File: config.mk
export PLATFORM = sky130hd
export DESIGN_NAME = eth_idma_desc_sched
export DESIGN_NICKNAME = d
export VERILOG_FILES = /design/src/rtl/eth_idma_desc_sched.sv
export SDC_FILE = /design/constraint.sdc
export NUM_CORES = 1
export LEC_CHECK = 0
export BUFFER_PORTS_ARGS = -buffer_cell sky130_fd_sc_hd__buf_4
export CAP_MARGIN = 20
export CELL_PAD_IN_SITES_DETAIL_PLACEMENT = 1
export CELL_PAD_IN_SITES_GLOBAL_PLACEMENT = 1
export CORE_ASPECT_RATIO = 0.9
export CORE_MARGIN = 4
export CORE_UTILIZATION = 44
export CTS_CLUSTER_DIAMETER = 200
export CTS_CLUSTER_SIZE = 8
export DETAILED_ROUTE_END_ITERATION = 10
export HOLD_SLACK_MARGIN = 0.05
export PLACE_DENSITY = 0.88
export SYNTH_ARGS = -nofsm -noshare
export SYNTH_HDL_FRONTEND = slang
export SYNTH_SLANG_ARGS = --single-unit
File: constraint.sdc
create_clock -name clk_i -period 4.4 [get_ports clk_i]
set_clock_uncertainty 0.1 [all_clocks]
set_input_delay 0.22 -clock clk_i [delete_from_list [all_inputs] [get_ports clk_i]]
set_output_delay 0.22 -clock clk_i [all_outputs]
set_load 0.02 [all_outputs]
File: src/rtl/eth_idma_desc_sched.sv
// Descriptor scheduler for the Ethernet iDMA backend.
// Buffers TX/RX descriptors, issues them over a valid/ready request channel,
// tracks in-flight transfers and retires in-order backend responses.
module eth_idma_desc_sched #(
   parameter int AddrWidth      = 32,
   parameter int LenWidth       = 32,
   parameter int DescDepth      = 4,
   parameter int MaxOutstanding = 3,
   parameter int CntWidth       = 16
) (
   input  logic                                 clk_i,
   input  logic                                 rst_i,
   input  logic                                 desc_valid_i,
   output logic                                 desc_ready_o,
   input  logic [AddrWidth-1:0]                 desc_src_addr_i,
   input  logic [AddrWidth-1:0]                 desc_dst_addr_i,
   input  logic [LenWidth-1:0]                  desc_len_i,
   input  logic                                 desc_dir_i,
   input  logic                                 desc_irq_en_i,
   output logic                                 req_valid_o,
   input  logic                                 req_ready_i,
   output logic [AddrWidth-1:0]                 req_src_addr_o,
   output logic [AddrWidth-1:0]                 req_dst_addr_o,
   output logic [LenWidth-1:0]                  req_len_o,
   output logic                                 req_dir_o,
   input  logic                                 rsp_valid_i,
   output logic                                 rsp_ready_o,
   input  logic                                 rsp_error_i,
   input  logic                                 irq_clr_i,
   input  logic                                 err_clr_i,
   output logic [$clog2(DescDepth+1)-1:0]       pending_o,
   output logic [$clog2(MaxOutstanding+1)-1:0]  outstanding_o,
   output logic [CntWidth-1:0]                  done_cnt_o,
   output logic                                 irq_o,
   output logic [1:0]                           err_o,
   output logic                                 busy_o
);

   localparam int PtrW  = $clog2(DescDepth);
   localparam int PendW = $clog2(DescDepth+1);
   localparam int OutW  = $clog2(MaxOutstanding+1);
   localparam int TrkW  = (MaxOutstanding > 1) ? $clog2(MaxOutstanding) : 1;
   // Descriptor entry layout: {src, dst, len, dir, irq_en}
   localparam int DescW = 2*AddrWidth + LenWidth + 2;

   localparam logic [0:0] StRun  = 1'b0;
   localparam logic [0:0] StHalt = 1'b1;

   // Tracker pointer advance; the tracker depth need not be a power of two.
   function automatic logic [TrkW-1:0] trk_inc(input logic [TrkW-1:0] p);
      if (p == TrkW'(MaxOutstanding-1)) begin
         return {TrkW{1'b0}};
      end else begin
         return p + TrkW'(1);
      end
   endfunction

   logic [DescW-1:0] mem_q [DescDepth];
   logic [DescW-1:0] mem_d [DescDepth];
   logic [PtrW-1:0]  wr_ptr_q, wr_ptr_d, rd_ptr_q, rd_ptr_d;
   logic [PendW-1:0] count_q, count_d;
   logic             trk_q [MaxOutstanding];
   logic             trk_d [MaxOutstanding];
   logic [TrkW-1:0]  trk_wr_q, trk_wr_d, trk_rd_q, trk_rd_d;
   logic [OutW-1:0]  outstanding_q, outstanding_d;
   logic [CntWidth-1:0] done_cnt_q, done_cnt_d;
   logic [0:0]       state_q, state_d;
   logic             offered_q, offered_d;
   logic             irq_q, irq_d;
   logic [1:0]       err_q, err_d;
   logic             desc_ready_q, desc_ready_d;
   logic             rsp_ready_q;
   logic             busy_q, busy_d;

   logic [DescW-1:0] head_s;
   logic             empty_s, len_zero_s, can_issue_s, req_valid_s;
   logic             handshake_s, zero_pop_s, pop_s, push_s, retire_s, spurious_s;

   assign head_s      = mem_q[rd_ptr_q];
   assign empty_s     = (count_q == PendW'(0));
   assign len_zero_s  = (head_s[2 +: LenWidth] == LenWidth'(0));
   assign can_issue_s = (state_q == StRun) && !empty_s && !len_zero_s &&
                        (outstanding_q < OutW'(MaxOutstanding));
   // Once offered, the request is held until accepted, even across HALT.
   assign req_valid_s = offered_q || can_issue_s;
   assign handshake_s = req_valid_s && req_ready_i;
   assign zero_pop_s  = (state_q == StRun) && !empty_s && len_zero_s && !offered_q;
   assign pop_s       = handshake_s || zero_pop_s;
   assign push_s      = desc_valid_i && desc_ready_q;
   assign retire_s    = rsp_valid_i && (outstanding_q != OutW'(0));
   assign spurious_s  = rsp_valid_i && (outstanding_q == OutW'(0));

   assign desc_ready_o   = desc_ready_q;
   assign req_valid_o    = req_valid_s;
   assign req_src_addr_o = head_s[2+LenWidth+AddrWidth +: AddrWidth];
   assign req_dst_addr_o = head_s[2+LenWidth +: AddrWidth];
   assign req_len_o      = head_s[2 +: LenWidth];
   assign req_dir_o      = head_s[1];
   assign rsp_ready_o    = rsp_ready_q;
   assign pending_o      = count_q;
   assign outstanding_o  = outstanding_q;
   assign done_cnt_o     = done_cnt_q;
   assign irq_o          = irq_q;
   assign err_o          = err_q;
   assign busy_o         = busy_q;

   // Descriptor FIFO and in-flight tracker next-state.
   always_comb begin
      mem_d    = mem_q;
      trk_d    = trk_q;
      wr_ptr_d = wr_ptr_q;
      rd_ptr_d = rd_ptr_q;
      trk_wr_d = trk_wr_q;
      trk_rd_d = trk_rd_q;
      if (push_s) begin
         mem_d[wr_ptr_q] = {desc_src_addr_i, desc_dst_addr_i, desc_len_i,
                            desc_dir_i, desc_irq_en_i};
         wr_ptr_d = wr_ptr_q + PtrW'(1);
      end else begin
         wr_ptr_d = wr_ptr_q;
      end
      if (pop_s) begin
         rd_ptr_d = rd_ptr_q + PtrW'(1);
      end else begin
         rd_ptr_d = rd_ptr_q;
      end
      if (handshake_s) begin
         trk_d[trk_wr_q] = head_s[0];
         trk_wr_d = trk_inc(trk_wr_q);
      end else begin
         trk_wr_d = trk_wr_q;
      end
      if (retire_s) begin
         trk_rd_d = trk_inc(trk_rd_q);
      end else begin
         trk_rd_d = trk_rd_q;
      end
      case ({push_s, pop_s})
         2'b10:   count_d = count_q + PendW'(1);
         2'b01:   count_d = count_q - PendW'(1);
         default: count_d = count_q;
      endcase
      case ({handshake_s, retire_s})
         2'b10:   outstanding_d = outstanding_q + OutW'(1);
         2'b01:   outstanding_d = outstanding_q - OutW'(1);
         default: outstanding_d = outstanding_q;
      endcase
      desc_ready_d = (count_d != PendW'(DescDepth));
      busy_d       = (count_d != PendW'(0)) || (outstanding_d != OutW'(0));
   end

   // Run/halt state, offer hold, completion counting and sticky status.
   always_comb begin
      state_d    = state_q;
      offered_d  = offered_q;
      irq_d      = irq_q;
      err_d      = err_q;
      done_cnt_d = done_cnt_q + CntWidth'(zero_pop_s) + CntWidth'(retire_s);
      if (req_valid_s && !req_ready_i) begin
         offered_d = 1'b1;
      end else begin
         offered_d = 1'b0;
      end
      if (retire_s && rsp_error_i) begin
         state_d = StHalt;
      end else if (err_clr_i) begin
         state_d = StRun;
      end else begin
         state_d = state_q;
      end
      if ((zero_pop_s && head_s[0]) || (retire_s && trk_q[trk_rd_q])) begin
         irq_d = 1'b1;
      end else if (irq_clr_i) begin
         irq_d = 1'b0;
      end else begin
         irq_d = irq_q;
      end
      if (retire_s && rsp_error_i) begin
         err_d[0] = 1'b1;
      end else if (err_clr_i) begin
         err_d[0] = 1'b0;
      end else begin
         err_d[0] = err_q[0];
      end
      if (spurious_s) begin
         err_d[1] = 1'b1;
      end else if (err_clr_i) begin
         err_d[1] = 1'b0;
      end else begin
         err_d[1] = err_q[1];
      end
   end

   // State registers with synchronous reset; reset drops all queued and in-flight work.
   always_ff @(posedge clk_i) begin
      if (rst_i) begin
         mem_q         <= '{default: {DescW{1'b0}}};
         trk_q         <= '{default: 1'b0};
         wr_ptr_q      <= {PtrW{1'b0}};
         rd_ptr_q      <= {PtrW{1'b0}};
         trk_wr_q      <= {TrkW{1'b0}};
         trk_rd_q      <= {TrkW{1'b0}};
         count_q       <= {PendW{1'b0}};
         outstanding_q <= {OutW{1'b0}};
         done_cnt_q    <= {CntWidth{1'b0}};
         state_q       <= StRun;
         offered_q     <= 1'b0;
         irq_q         <= 1'b0;
         err_q         <= 2'b00;
         desc_ready_q  <= 1'b0;
         rsp_ready_q   <= 1'b0;
         busy_q        <= 1'b0;
      end else begin
         mem_q         <= mem_d;
         trk_q         <= trk_d;
         wr_ptr_q      <= wr_ptr_d;
         rd_ptr_q      <= rd_ptr_d;
         trk_wr_q      <= trk_wr_d;
         trk_rd_q      <= trk_rd_d;
         count_q       <= count_d;
         outstanding_q <= outstanding_d;
         done_cnt_q    <= done_cnt_d;
         state_q       <= state_d;
         offered_q     <= offered_d;
         irq_q         <= irq_d;
         err_q         <= err_d;
         desc_ready_q  <= desc_ready_d;
         rsp_ready_q   <= 1'b1;
         busy_q        <= busy_d;
      end
   end

endmodule

==> run metrics <==
Worst Hold Class=input port to flop; Max-Cap Viols=0; CP Depth=13; crit path max fanout=9; Die W=222 µm; Ys Warns=0; mux cell area share after synthesis=0.125; sequential area share after synthesis=0.475; placed instance count=2677; first-pass GRT wire length=99200 µm; vias in the first global route=18.0k; Synth Area in XOR/XNOR=0.00724; largest net degree at the start of global routing=174; placed cell area=19500 µm²; Syn-to-layout area delta=22.0%; source of the critical timing path=rd_ptr_q[1]; gr usage total=0.276; FF+latch count, synth=431; setup TNS=0 ns; clock slew at reported path FFs=0.05 ns; hpwl dp=36000 µm; Tightest Pin Transition=1.14 ns; core area=40700 µm²; max incr delay on CP=0.64 ns; Crit path max-delay family=simple AND/OR/NAND/NOR gates; # port buffers=230; minimum clock period after layout=4.20 ns; Final Setup Violations=0; largest family of logic cells by synthesized area=simple AND/OR/NAND/NOR gates; Fmax=0.238 GHz; synth top area cells=dfxtp_1 48%, nand2_1 17%, mux4_2 12%; Post-Synth Adder-Cell Area=0.00703; final instance area=22100 µm²; Worst VDD drop=0.273 mV; Die Ht=201 µm; Post-synth EDFFs=0; Die Footprint=44600 µm²; vias post-DR=16.3k; Critical Path AT=4.53 ns; unrepaired setup endpoints after global routing=false; initial DRC count=938; FF-to-FF End=done_cnt_o[12]; largest area contributor in the synthesized netlist=dfxtp_1; compound-gate portion of the synthesized area=0.118; fin crit share=0.953; status=complete, no violations; # Post-CTS Setup Buffers=0; synthesized area=18100 µm²; WS Path Type=flop to flop; share of the synthesized area in the top cell type=0.475; TritonCTS Buffers=59; Leakage=0.00787 µW; CP startpoint kind=flop; Worst-Skew Late Latency=0.60 ns; ys async rst share=0; DRC errors left=0; Worst slew margin=0.238; layout cells sized above 1=0.188; cell with the most instances after synthesis=nand2_1; PD cells=500 nW/µm²; final non-filler cell total=2849; gr ovfl total=0; Slowest-stage cell, CP=or4b_4; routed length per instance=22.3 µm; WL final=63400 µm; Critical Path Sink=done_cnt_o[12]; num rows=70; Routed Antenna Nets=0; Final nets=2417; vias per inst=5.71; final hold viol count=0; Cell variety after synth=40; Slew Viols, Final=0; Post-Synth Simple-Gate Area=0.191; top-level port count=231; clk root buf=clkbuf_16; Initial Utilization=0.446; H-tree depth=2; R2R depth=13; CTS max path bufs=3; clk sink count=431; Synthesized Nets=2248; worst r2r src=rd_ptr_q[1]; required time of the critical path=4.74 ns; hold_ws=0.102 ns; Final GP Congestion=0.829; initial antenna violation count=3; mean post-synth cell area=8.51 µm²; Pre-Repair DR Iteration Count=5; top post-synthesis cells by count=801 x nand2_1, 431 x dfxtp_1, 406 x a21oi_1; worst path cell trace=buf_4, mux4_2, nor4_1, nand4_1, or4b_4, fa_1, inv_1, ha_1, nand2_1, nor2_4, nand3_1, xor2_1, nor2_1; reg2reg setup slack=0.20 ns; Setup crit end kind=flop; Power Total=11100 µW; dominant synthesized flop cell=dfxtp_1; Crit path buffers/inverters=2; TritonCTS clock tree=yes; Hold Crit Depth=2; Mapped Cells=2133
==> stage by stage <==
stage,util,worst slack (ns)
after global placement,0.479,0.134
after floorplan,-,0.683
final,0.544,0.205
after CTS,0.543,0.0950
after detailed placement,0.479,0.0279
after global routing,0.544,0.0209
==> logic make-up after synthesis <==
kind of cell | count (synthesis)
mux | 104
simple gates | 885
buf+inv | 267
compound gates | 422
fa+ha+maj | 9
xor+xnor | 15
flops | 431
==> per-layer routing <==
| layer | share of wire | track usage |
|---|---|---|
| met1 | 0.39 | 0.313 |
| met3 | 0.054 | 0.0510 |
| met2 | 0.52 | 0.510 |
| met5 | 0 | 0 |
| met4 | 0.038 | 0.117 |
==> power by group <==
group | switching (µW) | total [µW] | internal, µW
sequential | 230 | 4380 | 4150
clock | 1640 | 4040 | 2400
combinational | 1570 | 2650 | 1070
==> worst min-delay path by stage <==
stage | start | end | slack, ns
global placement | req_ready_i | offered_q | 0.30
CTS | rst_i | trk_rd_q[0] | 0.13
floorplan | req_ready_i | offered_q | 0.20
detailed placement | req_ready_i | offered_q | 0.31
global route | rst_i | done_cnt_o[12] | 0.18
finish | rst_i | done_cnt_o[10] | 0.10
==> registers in the layout, indices dropped and copies added (netlist names) <==
name and flops:
outstanding_o 2, pending_o 3, err_o 2, rd_ptr_q 2, offered_q 1, trk_rd_q 2
done_cnt_o 16, desc_ready_o 1, trk_wr_q 2, trk_q 3, mem_q 392, irq_o 1
rsp_ready_o 1, busy_o 1, wr_ptr_q 2
==> cells in the final DEF (no fill, tap or decap), drive strengths merged, types with 9 or more instances in the layout <==
master / netlist / final
nand3: 9 / 9
nand2: 801 / 801
dlygate4sd3: 0 / 104
inv: 14 / 14
xor2: 9 / 9
nor2: 27 / 27
buf: 117 / 257
clkbuf: 136 / 64
mux4: 98 / 98
a21oi: 407 / 407
nor2b: 11 / 11
dfxtp: 431 / 431
==> final cells by class <==
type / instances / area [µm²]
Clock buffer: 64 / 1540
Fill cell: 4683 / 18600
Multi-Input combinational cell: 1435 / 8210
Inverter: 14 / 52.6
Timing Repair Buffer: 361 / 3030
Sequential cell: 431 / 8640
Tap cell: 540 / 676
Antenna cell: 4 / 10.0
==> repair_timing <==
item                                   CTS  global route
hold buffers                           104             0
setup endpoints to repair                1             4
gates resized for setup                  1             5
endpoints found under the hold margin  398             0
(Power assumes the default switching activity.)
